File: src/rtl/mips_control_fsm.sv
// Multi-cycle control sequencer for the MIPS-subset datapath: fetches into an
// internal IR and steps FETCH/DECODE/EXEC/MEM/WB/BR, halting on illegal ops or overflow.
module mips_control_fsm #(
    parameter int unsigned ALU_LAT = 1,
    parameter int unsigned MEM_LAT = 1
) (
    input  logic        clk,
    input  logic        clr,
    input  logic [31:0] instr,
    input  logic        instr_valid,
    input  logic        F_zero,
    input  logic        F_overflow,
    output logic        instr_req,
    output logic [4:0]  read_reg_1,
    output logic [4:0]  read_reg_2,
    output logic [4:0]  write_reg,
    output logic        write,
    output logic        wb_sel,
    output logic        alu_src,
    output logic [31:0] alu_op,
    output logic [31:0] imm_ext,
    output logic [25:0] jump_addr,
    output logic        pc_inc,
    output logic        pc_ld,
    output logic        pc_src,
    output logic        dmu_wen,
    output logic        exc,
    output logic [2:0]  state
);

    typedef enum logic [2:0] {
        S_FETCH  = 3'd0,
        S_DECODE = 3'd1,
        S_EXEC   = 3'd2,
        S_MEM    = 3'd3,
        S_WB     = 3'd4,
        S_BR     = 3'd5,
        S_HALT   = 3'd7
    } state_t;

    state_t      cur_state;
    state_t      nxt_state;
    logic [31:0] ir;
    logic [15:0] cnt;
    logic        zero_q;
    logic        exc_q;
    logic        run;

    logic [5:0]  opcode;
    logic [5:0]  funct;
    logic        is_r;
    logic        r_add;
    logic        r_sub;
    logic        r_and;
    logic        r_or;
    logic        r_slt;
    logic        is_addi;
    logic        is_lw;
    logic        is_sw;
    logic        is_beq;
    logic        is_j;
    logic        legal;
    logic        ovf_chk;
    logic        last_exec;
    logic        last_mem;
    logic [2:0]  op_code;

    assign opcode  = ir[31:26];
    assign funct   = ir[5:0];
    assign is_r    = (opcode == 6'h00);
    assign r_add   = is_r && (funct == 6'h20);
    assign r_sub   = is_r && (funct == 6'h22);
    assign r_and   = is_r && (funct == 6'h24);
    assign r_or    = is_r && (funct == 6'h25);
    assign r_slt   = is_r && (funct == 6'h2A);
    assign is_addi = (opcode == 6'h08);
    assign is_lw   = (opcode == 6'h23);
    assign is_sw   = (opcode == 6'h2B);
    assign is_beq  = (opcode == 6'h04);
    assign is_j    = (opcode == 6'h02);
    assign legal   = r_add | r_sub | r_and | r_or | r_slt
                   | is_addi | is_lw | is_sw | is_beq | is_j;
    assign ovf_chk = r_add | r_sub | is_addi;

    assign last_exec = (cnt == 16'(ALU_LAT - 1));
    assign last_mem  = (cnt == 16'(MEM_LAT - 1));

    // State register
    always_ff @(posedge clk or posedge clr) begin
        if (clr) begin
            cur_state <= S_FETCH;
        end else begin
            cur_state <= nxt_state;
        end
    end

    // run delays instr_req by one edge after clr falls; fetch only accepts while requesting
    always_ff @(posedge clk or posedge clr) begin
        if (clr) begin
            ir     <= '0;
            cnt    <= '0;
            zero_q <= 1'b0;
            exc_q  <= 1'b0;
            run    <= 1'b0;
        end else begin
            run <= 1'b1;
            if (cur_state == S_FETCH && run && instr_valid) begin
                ir <= instr;
            end
            if (nxt_state == S_HALT) begin
                exc_q <= 1'b1;
            end
            if (nxt_state == cur_state && (cur_state == S_EXEC || cur_state == S_MEM)) begin
                cnt <= cnt + 16'd1;
            end else begin
                cnt <= '0;
            end
            if (cur_state == S_EXEC && last_exec && is_beq) begin
                zero_q <= F_zero;
            end
        end
    end

    always_comb begin
        nxt_state = cur_state;
        case (cur_state)
            S_FETCH: begin
                if (run && instr_valid) nxt_state = S_DECODE;
            end
            S_DECODE: begin
                if (!legal)     nxt_state = S_HALT;
                else if (is_j)  nxt_state = S_FETCH;
                else            nxt_state = S_EXEC;
            end
            S_EXEC: begin
                if (last_exec) begin
                    if (ovf_chk && F_overflow) nxt_state = S_HALT;
                    else if (is_beq)           nxt_state = S_BR;
                    else if (is_lw || is_sw)   nxt_state = S_MEM;
                    else                       nxt_state = S_WB;
                end
            end
            S_MEM: begin
                if (is_sw)         nxt_state = S_FETCH;
                else if (last_mem) nxt_state = S_WB;
            end
            S_WB:    nxt_state = S_FETCH;
            S_BR:    nxt_state = S_FETCH;
            S_HALT:  nxt_state = S_HALT;
            default: nxt_state = S_HALT;
        endcase
    end

    always_comb begin
        instr_req = 1'b0;
        write     = 1'b0;
        pc_inc    = 1'b0;
        pc_ld     = 1'b0;
        pc_src    = 1'b0;
        dmu_wen   = 1'b0;
        case (cur_state)
            S_FETCH: instr_req = run;
            S_DECODE: begin
                if (is_j) begin
                    pc_ld  = 1'b1;
                    pc_src = 1'b1;
                end
            end
            S_MEM: begin
                if (is_sw) begin
                    dmu_wen = 1'b1;
                    pc_inc  = 1'b1;
                end
            end
            S_WB: begin
                write  = (write_reg != 5'd0);
                pc_inc = 1'b1;
            end
            S_BR: begin
                if (zero_q) pc_ld  = 1'b1;
                else        pc_inc = 1'b1;
            end
            default: ;
        endcase
    end

    always_comb begin
        op_code = 3'd0;
        if (is_beq || r_sub)  op_code = 3'd1;
        else if (r_and)       op_code = 3'd2;
        else if (r_or)        op_code = 3'd3;
        else if (r_slt)       op_code = 3'd4;
    end

    assign alu_op     = {29'd0, op_code};
    assign alu_src    = is_addi | is_lw | is_sw;
    assign wb_sel     = is_lw;
    assign read_reg_1 = ir[25:21];
    assign read_reg_2 = ir[20:16];
    assign write_reg  = is_r ? ir[15:11] : ir[20:16];
    assign imm_ext    = {{16{ir[15]}}, ir[15:0]};
    assign jump_addr  = ir[25:0];
    assign exc        = exc_q;
    assign state      = cur_state;

    pc_update_exclusive: assert property (@(posedge clk) disable iff (clr)
        !(pc_inc && pc_ld));
    halt_quiet: assert property (@(posedge clk) disable iff (clr)
        (cur_state == S_HALT) |-> !(write || dmu_wen || pc_inc || pc_ld || instr_req));

endmodule

File: config.mk
export PLATFORM = sky130hd
export DESIGN_NAME = mips_control_fsm
export DESIGN_NICKNAME = d
export VERILOG_FILES = /design/src/rtl/mips_control_fsm.sv
export SDC_FILE = /design/constraint.sdc
export NUM_CORES = 1
export LEC_CHECK = 0
export ABC_AREA = 1
export BUFFER_PORTS_ARGS = -buffer_cell sky130_fd_sc_hd__buf_2
export CORE_AREA = 5 5 95 97
export DETAILED_ROUTE_END_ITERATION = 16
export DIE_AREA = 0 0 100 102
export PLACE_DENSITY_LB_ADDON = 0.05
export SLEW_MARGIN = 20
export SYNTH_ARGS = -nofsm -noshare
export SYNTH_HDL_FRONTEND = slang
export SYNTH_SLANG_ARGS = --single-unit
File: constraint.sdc
create_clock -name clk -period 2.1 [get_ports clk]
set_input_delay 0.105 -clock clk [delete_from_list [all_inputs] [get_ports clk]]
set_output_delay 0.105 -clock clk [all_outputs]
set_load 0.005 [all_outputs]
=== Yosys cells after proc, flatten, opt, wreduce, memory -nomap -nowiden ===
Index checks and enable logic that the tools add are counted.
W data, S select, Z words.

* Flip-flop bits (word level): 54
* Output and inout bits: 117

* Add/subtract/negate cells: 1
* Equality and inequality tests: 17
* Mux-type cells: 26
* Bitwise operators: 12
* Reductions and logical operators: 20

{| class="wikitable"
|+ Operators with widths
! operator !! count
|-
| $eq A6 B6 Y1 const B || 7
|-
| $mux W3 || 12
|-
| $add A16 B1 Y16 const B || 1
|-
| $logic_not A16 Y1 || 1
|-
| $mux W16 || 1
|-
| $pmux W3 S5 || 1
|-
| $logic_and A1 B1 Y1 || 12
|-
| $or A1 B1 Y1 || 12
|-
| $eq A3 B3 Y1 const B || 3
|-
| $mux W1 || 8
|-
| $eq A3 B2 Y1 const B || 2
|-
| $eq A6 B2 Y1 const B || 1
|-
| $eq A6 B3 Y1 const B || 1
|-
| $eq A6 B4 Y1 const B || 1
|-
| $logic_not A6 Y1 || 1
|-
| $mux W5 || 1
|-
| $reduce_bool A5 Y1 || 1
|-
| $eq A3 B1 Y1 const B || 1
|-
| $eq A3 B3 Y1 || 1
|-
| $logic_not A3 Y1 || 1
|-
| $logic_or A1 B1 Y1 || 3
|-
| $pmux W1 S3 || 1
|-
| $mux W2 || 1
|-
| $pmux W1 S2 || 1
|-
| $reduce_or A2 Y1 || 1
|}

=== Logic depth before layout (Yosys ltp) ===
Gate-level depths: netlist of run 1.

* Depth after elaboration: 16
* Mapped depth: 14
* Gate-level depth less buffers: 13

=== Least setup slack after synthesis of run 1 ===
No wires, ideal clock.

* Path kind: register to register
* Start point: register cnt[0]
* End point: register cnt[2]
* Data arrival time: 1.627 ns
* Required time: 1.979 ns
* Slack: 0.353 ns
* Stages on the path, launching flop included: 14
* Cells stage by stage: dfrtp_1 inv_1 ha_1 inv_1 nor2_1 nand2_1 nor2_2 nand2_1 nor2_1 a21boi_2 o21bai_2 nand2_4 buf_6 nor2_2

* Longest elaborated chain between the ends: 7

{| class="wikitable"
|+ RTL lines
! item !! line !! text
|-
| from (decl) || 44 || <nowiki>logic [15:0] cnt;</nowiki>
|-
| from (signal assigned) || 114 || <nowiki>cnt <= cnt + 16'd1;</nowiki>
|-
| $logic_not A16 Y1 || 85, 86 ||
|-
| $mux W3 || 145 || <nowiki>else if (last_mem) nxt_state = S_WB;</nowiki>
|-
| $mux W3 || 144 || <nowiki>if (is_sw) nxt_state = S_FETCH;</nowiki>
|-
| $pmux W3 S5 || 126 || <nowiki>case (cur_state)</nowiki>
|-
| $eq A3 B3 Y1 || 113 || <nowiki>if (nxt_state == cur_state && (cur_state == S_EXEC || cur_state == S_MEM)) begin</nowiki>
|-
| $logic_and A1 B1 Y1 || 113 ||
|-
| $mux W16 (*) || 113 ||
|}

Mark *: on every way between the ends. The rest lies on a longest branch, timed or not.
A chain may end at the register's enable or synchronous reset.

=== Worst setup path in the final report of run 1 ===
* Start point: register ir[26]
* End point: output write

* Longest elaborated chain between the ends: 4

{| class="wikitable"
|+ RTL lines
! item !! line !! text
|-
| from (decl) || 43 || <nowiki>logic [31:0] ir;</nowiki>
|-
| from (signal assigned) || 108 || <nowiki>ir <= instr;</nowiki>
|-
| $logic_not A6 Y1 || 70 || <nowiki>assign is_r = (opcode == 6'h00);</nowiki>
|-
| $mux W5 || 200 || <nowiki>assign write_reg = is_r ? ir[15:11] : ir[20:16];</nowiki>
|-
| $reduce_bool A5 Y1 || 176 || <nowiki>write = (write_reg != 5'd0);</nowiki>
|-
| $mux W1 || 161 || <nowiki>case (cur_state)</nowiki>
|-
| to (decl) || 17 || <nowiki>output logic write,</nowiki>
|}

No other way between the ends.

==> impl_metrics.toml, run 1 <==
[status]
status = "complete, no violations"

[clock_network]
cts_made_buffers = 5
cts_buffer_depth = 2
clkSinkCount = 54
cts_tree = "built"
clkTransAtPathRegs_ns = 0.10
clock-root-buffer = "clkbuf_8"
clk_latency_ns = 0.30
cts.htree.levels = 2

[detailed_routing]
postRouteAntennaNets = 0
routedWlPerCell_um = 12.3
via_per_inst = 4.41
drt_pass1_iterations = 4
dr.first_iter.drc_count = 104
route.detailed.drc = 0
wl_um = 7790
via_count = 2790

[global_routing]
groute.usage.overall = 0.142
grt_pass1_wl_um = 11800
overflow = 0
grt_max_degree = 23
antenna_found_initial = 0
grt_pass1_vias = 2509

[timing]
whs_ns = 0.00522
finClkSkew_ns = 0.00676
slew_viol_final = 0
fin_tns_setup_ns = 0
hold_viol = 0
finalCritPeriodShare = 0.940
fin_crit_ns = 1.98
fmax_mhz = 506
setup_viol_count_final = 0

[worst_setup_path]
crit_buf_inv = 2
crit_arrival_ns = 1.87
cpPeakStageDelay_ns = 0.45
cp_slowest_cell = "dfrtp_2"
crit_family = "simple AND/OR/NAND/NOR gates"
worstPathCellList = "nor2_4, nand3_1, buf_4, nand2_1, o21ai_0, nor4_1, a21oi_1, buf_2"
critPathMaxFanout = 10
crit_path_start_kind = "flip-flop"
cp-end-kind = "output port"
critPathKind = "flip-flop to output port"
crit_required_ns = 2.00

[layout]
utilization = 0.494
area_delta_synth_final_pct = 14.0
final_common_cell = "buf_2"
num_antenna_cells = 0
drive_above_1_share = 0.351
final_nets = 565
stdcell_count = 632
final_area_sq_mm = 0.00398
final_cell_mix = "124 x buf_2, 101 x nand2_1, 52 x dfrtp_1, 38 x inv_1, 32 x nor2_1"

[yosys]
ys_seq_area_frac = 0.387
synthFlopType = "dfrtp_1"
synth_seq_cells = 54
synthDistinctLibCells = 32
synthArstFlopShare = 1.00
synthCells = 442
synth_edf_count = 0
yosysWarnings = 0
syn_area_sq_mm = 0.00349
syn_avg_cell_area_sq_um = 7.90

[die]
start_util = 0.434
fp.dieArea_sq_mm = 0.0102
io_pins = 154
coreArea_sq_mm = 0.00805
placementRows = 33
die_w_um = 100
die_y_um = 102

[flow_run]
maxCapViolCount = 0

[placement]
port-buffer-count = 124
place_hpwl_um = 6100
placed_cells = 602
place_congestion = 0.806
placed_area_sq_mm = 0.00364

[pwr]
p_leak_nw = 2.16
ir_drop_v = 0.000446
power_density_mw_per_mm2 = 1110

[hold_path]
hold_class = "input pin to flip-flop"
==> logic make-up after synthesis <==
logic type | synth area share
compound gates | 0.0530
xor+xnor | 0.0251
fa+ha+maj | 0.00717
buf+inv | 0.264
flops | 0.387
other cells | 0.00215
simple gates | 0.261
==> sequential cells by signal, indices dropped and copies added (netlist names) <==
name and cells:
zero_q 1, exc 1, cnt 16, state 3, ir 32, run 1
==> where the power goes <==
group          leakage, nW  internal [mW]  switching, mW
sequential           0.688           1.37          0.334
combinational         1.41          0.931           1.09
clock               0.0585          0.358          0.351
==> repair_timing <==
item | CTS | global route
endpoints found under the setup margin | 0 | 5
resized for setup | 0 | 6
setup buffers | 0 | 3
endpoints found under the hold margin | 33 | 0
hold buffers | 19 | 0
==> worst paths after layout <==
| check | slack (ns) | start | depth (start not counted) | to |
|---|---|---|---|---|
| worst max-delay path | 0.12 | ir[26]$_DFFE_PP0P_ | 8 | write |
| worst min-delay path | 0.005 | instr[29] | 3 | ir[29]$_DFFE_PP0P_ |
| worst max register to register | 0.22 | cnt[0]$_DFF_PP0_ | 12 | cnt[7]$_DFF_PP0_ |
| worst min register to register | 0.47 | exc$_DFFE_PP0N_ | 2 | exc$_DFFE_PP0N_ |
| max in group asynchronous | 1.17 | clr | 4 | ir[31]$_DFFE_PP0P_ |
| min in group asynchronous | 0.31 | clr | 3 | cnt[9]$_DFF_PP0_ |
==> stage by stage <==
step | total power, mW | setup slack, ns
after floorplan | 3.51 | 0.353
after global placement | 3.67 | 0.244
after detailed placement | 3.68 | 0.195
after CTS | 4.43 | 0.00655
after global routing | 4.80 | -0.00179
final | 4.43 | 0.125
==> synth_stat cells (4+ instances only) <==
master	count	share of area
inv_1	39	0.042
or2_2	4	0.0072
nand4_1	4	0.0072
nand2_2	7	0.013
nor2_1	34	0.037
xor2_1	8	0.020
nor2_2	15	0.027
dfrtp_1	54	0.39
buf_2	5	0.0072
a21oi_1	5	0.0072
nand3_1	19	0.027
buf_4	97	0.21
o21ai_0	21	0.030
nand2_1	101	0.11
==> worst reg2reg max path, stage by stage, from the launching register on <==
cell      delay [ns]
dfrtp_1         0.43
inv_1           0.07
ha_1            0.13
inv_1           0.03
nor2_1          0.07
nand2_1         0.07
nor2_2          0.12
nand2_1         0.11
nor2_2          0.15
a21boi_2        0.20
o21bai_2        0.10
nand2_4         0.21
nor2_1          0.08
==> routing by layer <==
| layer | track usage | vias up | share of wire |
|---|---|---|---|
| met4 | 0.0321 | 0 | 0.0071 |
| met3 | 0.0280 | 4 | 0.088 |
| met5 | 0 | - | 0 |
| met2 | 0.249 | 97 | 0.49 |
| met1 | 0.182 | 1282 | 0.41 |
| li1 | - | 1407 | - |
==> cell type report <==
cell class,instances,area [sq um]
Fill cell,841,4070
Sequential cell,54,1350
Multi-Input combinational cell,271,1340
Timing Repair Buffer,154,893
Inverter,40,150
Tap cell,105,131
Clock buffer,5,68.8
Clock inverter,3,43.8
No activity file was read; power rests on OpenSTA's default activity.
==> run 2: changes to the inputs <==
Settings changed: ABC_AREA 1 to not set, CORE_AREA 5 5 95 97 to 5 5 92 94, DIE_AREA 0 0 100 102 to 0 0 97 99, GPL_ROUTABILITY_DRIVEN set to 0.
==> impl_metrics.toml, run 2 <==
[die]
die_w_um = 97
placementRows = 32
coreArea_sq_mm = 0.00757
io_pins = 154
die_y_um = 99
fp.dieArea_sq_mm = 0.00960
start_util = 0.436

[placement]
place_hpwl_um = 5230
port-buffer-count = 124
place_ws_ns = 0.0572

[timing]
fin_crit_ns = 2.33
slew_viol_final = 0
fmax_mhz = 429
grt_setup_unrepaired = "true"
finalCritPeriodShare = 1.11
finClkSkew_ns = 0.00685
setup_viol_count_final = 1
finalWorstSetupSlack_ns = -0.231
hold_viol = 0

[global_routing]
grt_pass1_vias = 2186
grt_use_met3 = 0.0410
met2_usage = 0.227
groute.usage.overall = 0.135
grt_max_degree = 35
grt_pass1_wl_um = 10800
busiest_layer = "met2"
overflow = 0
antenna_found_initial = 1
grtUsageMet1 = 0.170

[worst_setup_path]
critPathMaxFanout = 4
cp-end-kind = "output port"
crit_required_ns = 2.00
crit_path_start_kind = "flip-flop"
ff2ff_setup_slack_ns = 0.19
worst_r2r_path_depth = 7
r2r-start = "cnt[0]$_DFF_PP0_"
crit_arrival_ns = 2.23
crit_start = "ir[26]$_DFFE_PP0P_"
critPathKind = "flip-flop to output port"
r2r_end = "zero_q$_DFFE_PP0P_"

[pwr]
finalPower_mw = 4.35
ir_drop_v = 0.000562
p_leak_nw = 1.83
power_density_mw_per_mm2 = 1190

[yosys]
synthFlopType = "dfrtp_1"
synth_seq_cells = 54
ys_seq_area_frac = 0.409
synthArstFlopShare = 1.00
yosysWarnings = 0
synth_top_area_frac = 0.409
yosysMostFrequentCell = "buf_4"
syn_area_sq_mm = 0.00330
synthDistinctLibCells = 43
ys_top_cells_by_count = "97 x buf_4, 54 x dfrtp_1, 32 x mux2_2"
yosysTopAreaCell = "dfrtp_1"
synth_edf_count = 0
synthCells = 322
yosys-top-cells-area = "dfrtp_1 41%, buf_4 22%, mux2_2 11%"
syn_avg_cell_area_sq_um = 10.3

[detailed_routing]
route.detailed.drc = 0
postRouteAntennaNets = 0
wl_um = 6620
dr.first_iter.drc_count = 39
routedWlPerCell_um = 13.4
drt_pass1_iterations = 4
via_count = 2268
via_per_inst = 4.58

[hold_path]
hold_class = "input pin to flip-flop"
worstHoldStart = "instr[5]"
min_delay_path_depth = 2
whs_endpoint = "ir[5]$_DFFE_PP0P_"

[clock_network]
cts_made_buffers = 5
cts_tree = "built"
clkSinkCount = 54
clkTransAtPathRegs_ns = 0.09
cts.htree.levels = 2
cts_buffer_depth = 2
clock-root-buffer = "clkbuf_8"
clk_latency_ns = 0.31

[layout]
top_register = "ir"
final_common_cell = "buf_2"
num_antenna_cells = 0
utilization = 0.482
final_cell_mix = "124 x buf_2, 53 x dfrtp_1, 32 x mux2_2, 30 x conb_1, 22 x nor2_1"
area_delta_synth_final_pct = 10.6
nFillCells = 741
drive_above_1_share = 0.476
largest_register_ffs = 32
final_nets = 431

[status]
violations = "negative setup slack"
status = "finished, violations left"

[flow_run]
maxCapViolCount = 0
run 2: cell families after synthesis:
kind of cell,share of synthesized area
DFF,0.409
AOI/OAI and AO/OA,0.0292
other,0.00228
muxes,0.135
xor gates and xnor gates,0.0371
buffers and inverters,0.237
and+or+nand+nor,0.143
adders and majority gates,0.00758
run 2: critical path: stages (launching register included):
cell and delay [ns]:
dfrtp_1 0.42, nor4_4 0.35, nand2_4 0.12, mux2_4 0.31, or3_1 0.37, o31a_1 0.23
buf_2 0.12
run 2: where the power goes:
part,switching (mW),internal (mW),total (mW)
Combinational,0.825,1.08,1.90
Clock,0.337,0.351,0.688
Sequential,0.369,1.39,1.76
Total,1.53,2.82,4.35
run 2: per-layer routing:
metal	vias to the layer above	share of wire
li1	1094	-
met1	1067	0.42
met2	98	0.48
met3	7	0.087
met4	2	0.0098
met5	-	0.0011
run 2: timing repair:
action                     CTS  global route
setup endpoints to repair    1             2
pin swaps                    3             0
setup buffers                2             0
resized for setup            1             1
hold endpoints to repair    21             0
hold buffers                 2             0
run 2: worst max-delay path by stage:
stage / slack, ns / endpoint / cells past startpoint
finish: -0.23 / write / 6
global route: -0.35 / write / 6
CTS: -0.27 / write / 6
detailed placement: 0.06 / write / 6
global placement: 0.10 / write / 6
floorplan: 0.14 / write / 5
run 2: stage by stage:
step | area (sq um) | hold slack, ns | setup TNS (ns) | std cells
floorplan | 3410 | 0.237 | 0 | 350
global placement | 3500 | 0.148 | 0 | 483
detailed placement | 3500 | 0.151 | 0 | 483
CTS | 3650 | 0.0000581 | -0.268 | 495
global route | 3650 | 0.00578 | -0.348 | 495
finish | 3650 | 0.0123 | -0.231 | 495
run 2: cell type report:
type | instances | area, sq um | area share
Clock buffer | 5 | 68.8 | 0.0188
Clock inverter | 3 | 40.0 | 0.0110
Inverter | 8 | 30.0 | 0.00822
Multi-Input combinational cell | 185 | 1280 | 0.350
Sequential cell | 54 | 1350 | 0.370
Tap cell | 102 | 128 | 0.0350
Timing Repair Buffer | 138 | 756 | 0.207
